[config.mk]
export PLATFORM = sky130hd
export DESIGN_NAME = refresh_counter
export DESIGN_NICKNAME = d
export VERILOG_FILES = /design/src/rtl/refresh_counter_pkg.sv /design/src/rtl/refresh_prescaler.sv /design/src/rtl/refresh_counter.sv
export SDC_FILE = /design/constraint.sdc
export NUM_CORES = 1
export LEC_CHECK = 0
export ABC_AREA = 1
export CAP_MARGIN = 40
export CORE_MARGIN = 3
export CORE_UTILIZATION = 39
export DETAILED_ROUTE_END_ITERATION = 10
export SETUP_SLACK_MARGIN = 0.3
export SYNTH_ARGS = -nofsm -noshare
export SYNTH_HDL_FRONTEND = slang
export SYNTH_SLANG_ARGS = --single-unit
[constraint.sdc]
create_clock -name CLK -period 2 [get_ports CLK]
set_clock_uncertainty 0.1 [all_clocks]
set_input_delay 0.4 -clock CLK [delete_from_list [all_inputs] [get_ports CLK]]
set_output_delay 0.4 -clock CLK [all_outputs]
set_load 0.1 [all_outputs]
[src/rtl/refresh_counter_pkg.sv]
// Shared defaults and the debt-update encoding for the DRAM refresh counter.
package refresh_counter_pkg;

    localparam int REF_PERIOD_DEF  = 375;
    localparam int DEBT_MAX_DEF    = 7;
    localparam int URGENT_DEBT_DEF = 2;
    localparam int URGENT_AGE_DEF  = 250;
    localparam int DEBT_W          = 3;

    typedef enum logic [1:0] {
        DEBT_HOLD,
        DEBT_INC,
        DEBT_DEC
    } debt_op_e;

    // A tick and an ack edge in the same cycle cancel: that tick's refresh is the one served.
    function automatic debt_op_e debt_op(input logic tick, input logic ack_edge);
        debt_op_e op;
        op = DEBT_HOLD;
        if (tick && !ack_edge) begin
            op = DEBT_INC;
        end else if (!tick && ack_edge) begin
            op = DEBT_DEC;
        end
        return op;
    endfunction

endpackage

[src/rtl/refresh_prescaler.sv]
// Free-running 0..REF_PERIOD-1 divider; Tick marks the wrap cycle and the count freezes while disabled.
module refresh_prescaler
    import refresh_counter_pkg::*;
#(
    parameter int REF_PERIOD = REF_PERIOD_DEF
) (
    input  logic CLK,
    input  logic nRES,
    input  logic RefEn,
    output logic Tick
);

    localparam int CW = (REF_PERIOD > 1) ? $clog2(REF_PERIOD) : 1;
    localparam logic [CW-1:0] LAST = CW'(REF_PERIOD - 1);

    logic [CW-1:0] count;

    assign Tick = RefEn && (count == LAST);

    always_ff @(posedge CLK) begin
        if (!nRES) begin
            count <= '0;
        end else if (RefEn) begin
            count <= Tick ? '0 : count + CW'(1);
        end
    end

endmodule

[src/rtl/refresh_counter.sv]
// Tracks owed DRAM refreshes: ticks add debt, ack rising edges pay it off, age/debt raise urgency.
module refresh_counter
    import refresh_counter_pkg::*;
#(
    parameter int REF_PERIOD  = REF_PERIOD_DEF,
    parameter int DEBT_MAX    = DEBT_MAX_DEF,
    parameter int URGENT_DEBT = URGENT_DEBT_DEF,
    parameter int URGENT_AGE  = URGENT_AGE_DEF
) (
    input  logic              CLK,
    input  logic              nRES,
    input  logic              RefEn,
    input  logic              RefAck,
    output logic              RefReq,
    output logic              RefUrgent,
    output logic [DEBT_W-1:0] Debt,
    output logic              Overrun
);

    localparam int AW = (URGENT_AGE > 0) ? $clog2(URGENT_AGE + 1) : 1;
    localparam logic [DEBT_W-1:0] DMAX  = DEBT_W'(DEBT_MAX);
    localparam logic [DEBT_W-1:0] UDEBT = DEBT_W'(URGENT_DEBT);
    localparam logic [AW-1:0]     AMAX  = AW'(URGENT_AGE);

    logic          tick;
    logic          ack_prev;
    logic          ack_armed;
    logic          ack_edge;
    logic [AW-1:0] age;
    debt_op_e      op;

    refresh_prescaler #(
        .REF_PERIOD(REF_PERIOD)
    ) u_prescaler (
        .CLK   (CLK),
        .nRES  (nRES),
        .RefEn (RefEn),
        .Tick  (tick)
    );

    // ack_armed blocks an ack that is already high across reset release until it has been seen low.
    always_comb begin
        ack_edge = RefAck && !ack_prev && ack_armed;
        op       = debt_op(tick, ack_edge);
    end

    always_ff @(posedge CLK) begin
        if (!nRES) begin
            ack_prev  <= 1'b0;
            ack_armed <= !RefAck;
            Debt      <= '0;
            age       <= '0;
            Overrun   <= 1'b0;
        end else begin
            ack_prev  <= RefAck;
            ack_armed <= ack_armed || !RefAck;

            unique case (op)
                DEBT_INC: begin
                    if (Debt == DMAX) Overrun <= 1'b1;
                    else              Debt    <= Debt + DEBT_W'(1);
                end
                DEBT_DEC: begin
                    if (Debt == '0) Overrun <= 1'b1;
                    else            Debt    <= Debt - DEBT_W'(1);
                end
                default: ;
            endcase

            if (ack_edge || Debt == '0) begin
                age <= '0;
            end else if (age != AMAX) begin
                age <= age + AW'(1);
            end
        end
    end

    assign RefReq    = (Debt != '0);
    assign RefUrgent = (Debt >= UDEBT) || (age == AMAX);

endmodule

; ---- Word level (Yosys, flattened, before mapping)
; Index checks and enable logic that the tools add are counted.
[word_totals]
regBits = 23
in_bits = 4
out_inout_bits = 6
wordCells = 50
[op_classes]
n_addsub = 4
n_lt_le_gt_ge = 1
n_eq_ne = 10
n_mux = 10
bitwise_logic = 1
reduce_logical = 18
[op_table]
columns = op, n
row1 = adder 9 x 1 -> 9 bit (second input constant), 1
row2 = == test 9 bit (second input constant), 1
row3 = 2-to-1 mux 9 bit, 1
row4 = adder 8 x 1 -> 8 bit (second input constant), 1
row5 = == test 8 bit (second input constant), 1
row6 = inequality test 2 bit (second input constant), 4
row7 = inequality test 8 bit (second input constant), 1
row8 = 2-to-1 mux 3 bit, 2
row9 = one-hot mux 3 bit (2 select lines), 1
row10 = AND reduction 3 bit, 2
row11 = logical AND 1 bit, 5
row12 = logical NOT 1 bit, 4
row13 = 2-to-1 mux 2 bit, 2
row14 = adder 3 x 1 -> 3 bit (second input constant), 1
row15 = == test 3 bit (second input constant), 1
row16 = >= comparator 3 x 2 -> 1 bit (second input constant), 1
row17 = logical NOT 3 bit, 1
row18 = logical OR 1 bit, 3
row19 = 2-to-1 mux 1 bit, 3
row20 = nonzero test 3 bit, 1
row21 = subtractor 3 x 1 -> 3 bit (second input constant), 1
row22 = == test 2 x 1 -> 1 bit (second input constant), 1
row23 = == test 2 bit (second input constant), 1
row24 = one-hot mux 1 bit (2 select lines), 1
row25 = other kinds (3), 3

; ---- Depth between registers and ports, before layout
; Gate-level depths: netlist (run 1).
[depth]
depth_word = 9
depth_mapped = 13
depth_no_buf = 13

; ---- By module
; Synthesis (run 1) repeated with hierarchy kept, for this count alone.
[hier_totals]
hier_cells = 184
area_unflattened_um2 = 1292.5
[by_module_without_submodules]
columns = mod, n_inst, cells_each, area_each_um2, seq_area_each_um2
row1 = refresh_counter, 1, 110, 780.7, 280.3
row2 = refresh_prescaler, 1, 74, 511.7, 180.2

; ---- Worst setup path before layout (run 1)
; Ideal clock, no wire load.
[synth_path]
path_type = reg2out
startpoint = reg Debt[2]
endpoint = out RefUrgent
arrival_time_ns = 1.862
required_ns = 1.500
setup_slack_ns = -0.362
stages_incl_launch_ff = 3
n_path_buf = 0
path_cell_list = dfxtp_1 nor2_2 nand2_1
[synth_via]
elab_chain_cells = 2
[synth_lines]
columns = element, line_no
row1 = "start, declared", refresh_counter.sv:16  ; output logic [DEBT_W-1:0] Debt,
row2 = "start signal, assigned", refresh_counter.sv:61  ; else Debt <= Debt + DEBT_W'(1);
row3 = "start signal, assigned", refresh_counter.sv:65  ; else Debt <= Debt - DEBT_W'(1);
row4 = >= comparator 3 x 2 -> 1 bit, refresh_counter.sv:79  ; assign RefUrgent = (Debt >= UDEBT) || (age == AMAX);
row5 = logical OR 1 bit, refresh_counter.sv:79
row6 = "end, declared", refresh_counter.sv:15  ; output logic RefUrgent,
; No other way between the ends.

; ---- Final worst setup path (run 1)
[layout_path]
startpoint = reg age[0]
endpoint = out RefUrgent
[layout_via]
elab_chain_cells = 2
[layout_lines]
columns = element, line_no
row1 = "start, declared", refresh_counter.sv:29  ; logic [AW-1:0] age;
row2 = "start signal, assigned", refresh_counter.sv:73  ; age <= age + AW'(1);
row3 = == test 8 bit, refresh_counter.sv:79
row4 = logical OR 1 bit, refresh_counter.sv:79
; No other way between the ends.

==> results of run 1 <==
stage by stage:
stage / instance area [µm²] / hold WS (ns) / cells / TNS [ns] / total power [µW]
2_1_floorplan: 1290 / 0.316 / 168 / 0 / 529
3_3_place_gp: 1520 / 0.333 / 224 / -0.487 / 551
3_5_place_dp: 1520 / 0.353 / 224 / -0.619 / 554
4_1_cts: 1680 / 0.371 / 240 / 0 / 777
5_1_grt: 1750 / 0.383 / 243 / 0 / 816
6_report: 1750 / 0.359 / 243 / 0 / 767
area by class of cell:
class                      instances  area (µm²)  share of cell area (%)
inverter                          26         100                    5.72
sequential                        23         477                    27.3
multi-input combinational        118         788                    45.1
tap                               42        52.6                    3.00
clock buffer                       3        22.5                    1.29
timing repair buffer              30         304                    17.4
clock inverter                     1        5.00                   0.286
synthesized netlist by cell type (all sizes together):
cell type / n
buf: 1
nand4: 3
ha: 6
xor2: 2
dfxtp: 23
nor2: 25
a21oi: 9
or2: 1
xnor2: 3
o21ai: 4
fa: 1
nand3b: 2
nand3: 11
nor3b: 1
nand2: 46
o21a: 1
nor3: 3
inv: 26
what timing repair did:
action	in CTS	in global routing
endpoints found under the setup margin	4	8
hold buffers	0	0
pin swaps	13	8
setup buffers	12	3
resized for setup	17	15
registers in the layout, indices dropped and copies added, names as in the netlist:
register / count
age: 8
ack_armed: 1
Overrun: 1
Debt: 3
u_prescaler.count: 9
ack_prev: 1
how the worst max path moves through the flow:
stage / slack [ns] / depth (start not counted) / end
after floorplan: 0.20 / 11 / Debt[1]$_SDFFE_PN0P_
after global placement: -0.20 / 11 / Debt[1]$_SDFFE_PN0P_
after detailed placement: -0.25 / 11 / Debt[1]$_SDFFE_PN0P_
after CTS: 0.11 / 7 / RefUrgent
after global routing: 0.03 / 7 / RefUrgent
final: 0.12 / 7 / RefUrgent
kinds of logic (layout without fill, tap and decap cells):
| logic type | Yosys count | count (layout) | synth area share, % |
|---|---|---|---|
| AOI/OAI and AO/OA | 14 | 14 | 6.39 |
| adders and majority gates | 7 | 7 | 7.59 |
| xor gates and xnor gates | 5 | 5 | 3.50 |
| and+or+nand+nor | 92 | 92 | 37.6 |
| DFF | 23 | 23 | 36.8 |
| buffers and inverters | 27 | 60 | 8.19 |
worst max-delay path: stages, from the launching register on:
cell     delay, ns
dfxtp_2       0.35
inv_2         0.06
ha_4          0.11
nand4_1       0.10
nor2_2        0.15
inv_2         0.06
nand2_2       0.07
buf_12        0.17
report_power, final:
part           switching, µW  internal [µW]
Combinational           46.4           36.7
Clock                    139           74.6
Sequential              5.97            464
Total                    191            576
routing by layer:
metal,up-vias,global-route usage (%),wire (µm)
li1,593,-,-
met1,507,15.9,1120
met2,13,26.2,1350
met3,4,2.70,56
met4,0,6.61,38
met5,-,0,0
==> run summary, run 1 <==
dpl hpwl - 1.81 mm
share of cells above drive strength 1 - 42.3%
fin crit share - 94.0%
max frequency - 532 MHz
post-synth net total - 179
Fin. Hold Viols - 0
global-route wire length before repair - 4.59 mm
sequential area share after synthesis - 36.8%
most frequent cells in the layout - 35 x nand2_1, 19 x buf_4, 17 x inv_1
share of the core filled with cells in the final layout - 60.3%
Worst-Margin Slew - 0.278 ns
Setup violations, final - 0
Placer Congestion - 0.735
fin. max-slew vios - 0
Port Buf Inserts - 9
peak supply drop - 0.207 mV
relative slew slack - 81.6%
crit path time final - 1.88 ns
H-tree lvl count - 1
Remaining Overflow, GRT - 0
largest area contributor in the netlist - dfxtp_1
initial antenna violation count - 0
critical path class - reg -> out
length in cells of the worst reg-to-reg path - 13
die width - 62.7 µm
most common cell after layout, fill and taps aside - nand2_1
Reg clk slew, reported paths - 0.13 ns
First-pass DRT Iterations - 4
CP Max Fanout - 2
Initial Utilization - 43.2%
GRT Overall Usage - 14.3%
largest net degree at the start of global routing - 14
Endpoint, Worst Hold - ack_armed$_DFF_P_
HP Class - reg -> reg
CTS root buf - clkbuf_4
total CTS buffers - 3
worst slack, placed - -0.253 ns
reg2reg end - age[0]$_SDFFE_PP0N_
Fill cells - 276
CP required - 1.50 ns
drt initial violations - 26
Post-Syn Instances - 168
DRC viols - 0
hold_sp - ack_armed$_DFF_P_
Clock Sinks - 23
Ports - 10
Setup WS post-layout - 0.120 ns
RSZ-0062 raised after global routing - true
Layout Nets - 213
largest cells by area after synthesis - dfxtp_1 37%, nand2_1 11%, inv_1 7.5%
status - finished, final reports clean
mapped cell area - 1250 µm²
Site Rows - 19
worst r2r src - age[0]$_SDFFE_PP0N_
Clock Latency Late Sink - 0.31 ns
Worst Setup End Kind - primary output
post-synth top area share - 36.8%
vias in the first global route - 1083
Yosys reg bits - 23
die area - 3930 µm²
Synth cell types - 27
diode count - 0
CP Launch Type - flop
power per cell area - 439 nW/µm²
ANT nets after route - 0
Core ar. - 2900 µm²
total wire length - 2.57 mm
buffer depth of the longest clock path - 2
Via density - 4.60
Leak - 0.000743 µW
max-cap viol count - 0
CP startpoint - age[0]$_SDFFE_PP0N_
hold path cells - 2
TritonCTS clock tree - yes
area delta synth->final - 39.7%
Die Y-Extent - 62.7 µm
Syn. warnings - 0
setup slack, reg-to-reg - 0.12 ns
drt wl/cell - 10.6 µm
syn avg cell area - 7.46 µm²
vias - 1117
crit path DAT - 1.38 ns
Power figures use the tool's default switching activity.
==> inputs of run 2 (changes only) <==
ABC_AREA = 0   (was 1)
==> run 2 against run 1 <==
Net effect:
- the flow now finishes with violations (negative setup slack)
- sequential share of layout area shrank 1.4 points
- fmax decreased by 20%
- non-clock buffer count rose by 18
- sequential cell count unchanged
- final area increased by 5.5%
- largest cell class unchanged
- area after synthesis fell by 2.8%
- wire length is 9.0% higher
==> run summary, run 2 <==
status - complete, but fails checks
failing checks - negative setup slack
EDFF count, synth - 0 (unchanged)
dpl hpwl - 2.05 mm (+13%)
max reg flops - 9 (unchanged)
Remaining Overflow, GRT - 0 (unchanged)
Initial Utilization - 42.7% (-0.51 points)
most frequent cells in the layout - 34 x buf_4, 16 x dfxtp_1, 13 x nand2_1
Synth cell types - 39 (+44%)
Post-CTS Hold Buffers - 0 (unchanged)
most used flip-flop cell after synthesis - dfxtp_1
largest net degree at the start of global routing - 14 (unchanged)
Port Buf Inserts - 9 (unchanged)
area delta synth->final - 51.6%
WP buf/inv - 3 (unchanged)
vias in the first global route - 1141 (+5.4%)
Die Y-Extent - 61.9 µm (-1.3%)
worst r2r src - u_prescaler.count[0]$_SDFFE_PN0P_
max frequency - 428 MHz (-20%)
relative slew slack - 77.4% (-4.2 points)
Yosys reg bits - 23 (unchanged)
global-route wire length before repair - 4.83 mm (+5.3%)
RSZ-0062 raised after global routing - true
Setup violations, final - 4 (+4)
ANT nets after route - 0 (unchanged)
TritonCTS clock tree - yes
mapped cell area - 1220 µm² (-2.8%)
die width - 61.9 µm (-1.3%)
share of cells above drive strength 1 - 41.3% (-1.0 points)
Critical Path Sink - Debt[2]$_SDFFE_PN0P_
fin crit share - 117% (+23 points)
CP startpoint - u_prescaler.count[0]$_SDFFE_PN0P_
power per cell area - 565 nW/µm² (+29%)
diode count - 0 (unchanged)
First-pass DRT Iterations - 4 (unchanged)
largest area contributor in the netlist - dfxtp_1
CP Launch Type - flop
Reg with most FFs - u_prescaler.count
cell with the most instances after synthesis - dfxtp_1
post-synth top area share - 37.8% (+1.1 points)
Worst-Margin Slew - 0.338 ns (+0.0598 ns)
reg2reg end - Debt[2]$_SDFFE_PN0P_
length in cells of the worst reg-to-reg path - 11 (-2)
CP Max Fanout - 2 (unchanged)
Reg clk slew, reported paths - 0.14 ns (about the same)
Min Hold Slack - 0.355 ns (-0.00433 ns)
sequential area share after synthesis - 37.8% (+1.1 points)
drt initial violations - 90 (+250%)
CP required - 2.11 ns (+0.61 ns)
ys async rst share - 0% (unchanged)
most instantiated cells after synthesis - 23 x dfxtp_1, 13 x nand2_1, 10 x inv_1, 10 x nand3_1, 9 x o21ai_0
Layout Nets - 201 (-5.6%)
Via density - 5.54 (+20%)
Worst Setup End Kind - flop
Setup WS post-layout - -0.336 ns (-0.456 ns)
crit-path leading delay family - simple AND/OR/NAND/NOR gates
post-synth net total - 152 (-15%)
Post-Syn Instances - 141 (-16%)
DRC viols - 0 (unchanged)
GRT Overall Usage - 16.6% (+2.3 points)
Worst path max stage delay - 0.38 ns (+0.03 ns)
initial antenna violation count - 0 (unchanged)
buffer depth of the longest clock path - 2 (unchanged)
most common cell after layout, fill and taps aside - buf_4
Fin. Hold Viols - 0 (unchanged)
Leak - 0.000723 µW (-2.7%)
HP Class - reg -> reg
largest cells by area after synthesis - dfxtp_1 38%, ha_1 6.2%, nand3_1 4.1%
Clock Latency Late Sink - 0.33 ns (+0.02 ns)
die area - 3830 µm² (-2.5%)
highest-delay cell along the critical path - or3b_4
Syn. warnings - 0 (unchanged)
Clock Sinks - 23 (unchanged)
crit path cell chain - inv_2 -> ha_4 -> nand4bb_4 -> nor3_4 -> inv_2 -> ha_4 -> inv_4 -> fa_2 -> or3b_4 -> and3_1 -> o41a_1
H-tree lvl count - 1 (unchanged)
Ports - 10 (unchanged)
Core ar. - 2850 µm² (-1.6%)
syn avg cell area - 8.63 µm² (+16%)
biggest regs - u_prescaler.count: 9 flops, age: 8 flops, Debt: 3 flops
Site Rows - 19 (unchanged)
crit path DAT - 2.45 ns (+1.07 ns)
total CTS buffers - 3 (unchanged)
Placer Congestion - 0.827 (+13%)
CTS root buf - clkbuf_4
total power - 1040 µW (+36%)
fin. max-slew vios - 0 (unchanged)
vias - 1218 (+9.0%)
crit path time final - 2.34 ns (+0.456 ns)
peak supply drop - 0.438 mV (+110%)
critical path depth - 11 (+4)
critical path class - reg -> reg
max-cap viol count - 0 (unchanged)
drt wl/cell - 12.7 µm (+20%)
total wire length - 2.80 mm (+9.0%)
setup slack, reg-to-reg - -0.34 ns (-0.46 ns)
run 2: cells by family after synthesis:
kind of cell               count (synthesis)  synth area share (%)
xor gates and xnor gates                   5                  3.60
DFF                                       23                  37.8
buffers and inverters                     14                  5.04
and+or+nand+nor                           61                  28.7
adders and majority gates                  7                  7.81
AOI/OAI and AO/OA                         31                  17.1
run 2: cell type report:
cell class                      count  area [µm²]
Multi-Input combinational cell    104         801
Inverter                           10        40.0
Sequential cell                    23         477
Clock buffer                        3        22.5
Tap cell                           31        38.8
Timing Repair Buffer               48         462
Clock inverter                      1        5.00
Fill cell                         245        1010
run 2: through the flow:
step / setup WS, ns / util (%) / setup TNS, ns / cell area (µm²) / std cells
global placement: -0.693 / 57.9 / -1.57 / 1650 / 205
global route: -0.411 / 64.7 / -0.908 / 1850 / 220
CTS: -0.322 / 63.7 / -0.722 / 1820 / 219
finish: -0.336 / 64.7 / -0.655 / 1850 / 220
floorplan: -0.497 / - / -0.617 / 1280 / 141
detailed placement: -0.707 / 57.9 / -1.70 / 1650 / 205
run 2: timing repair:
action	in CTS	in global routing
buffers inserted	10	1
pin swaps	11	4
gates cloned	0	0
endpoints found under the setup margin	6	7
resized for setup	17	5
run 2: layer usage:
layer  vias to the layer above  global-route usage [%]  wire length, µm
li1                        613                       -                -
met4                         0                    3.03               10
met1                       582                    20.6             1300
met3                         2                    4.55              109
met5                         -                       0                0
met2                        21                    29.0             1380
run 2: worst min-delay path by stage:
stage / depth (start not counted) / to / from
final: 2 / ack_armed$_DFF_P_ / ack_armed$_DFF_P_
after global placement: 2 / ack_armed$_DFF_P_ / ack_armed$_DFF_P_
after CTS: 2 / ack_armed$_DFF_P_ / ack_armed$_DFF_P_
after detailed placement: 2 / ack_armed$_DFF_P_ / ack_armed$_DFF_P_
after global routing: 2 / ack_armed$_DFF_P_ / ack_armed$_DFF_P_
after floorplan: 2 / ack_armed$_DFF_P_ / ack_armed$_DFF_P_
run 2: power breakdown:
part           internal [µW]  total [µW]  switching [µW]
sequential               478         496            18.3
combinational            142         323             181
clock                   75.0         223             148
total                    695        1040             348
run 2: worst min-delay path, cell delays in order, from the launching register on:
cell and delay (ns):
dfxtp_1 0.33, nand2_1 0.05, nand2_1 0.04
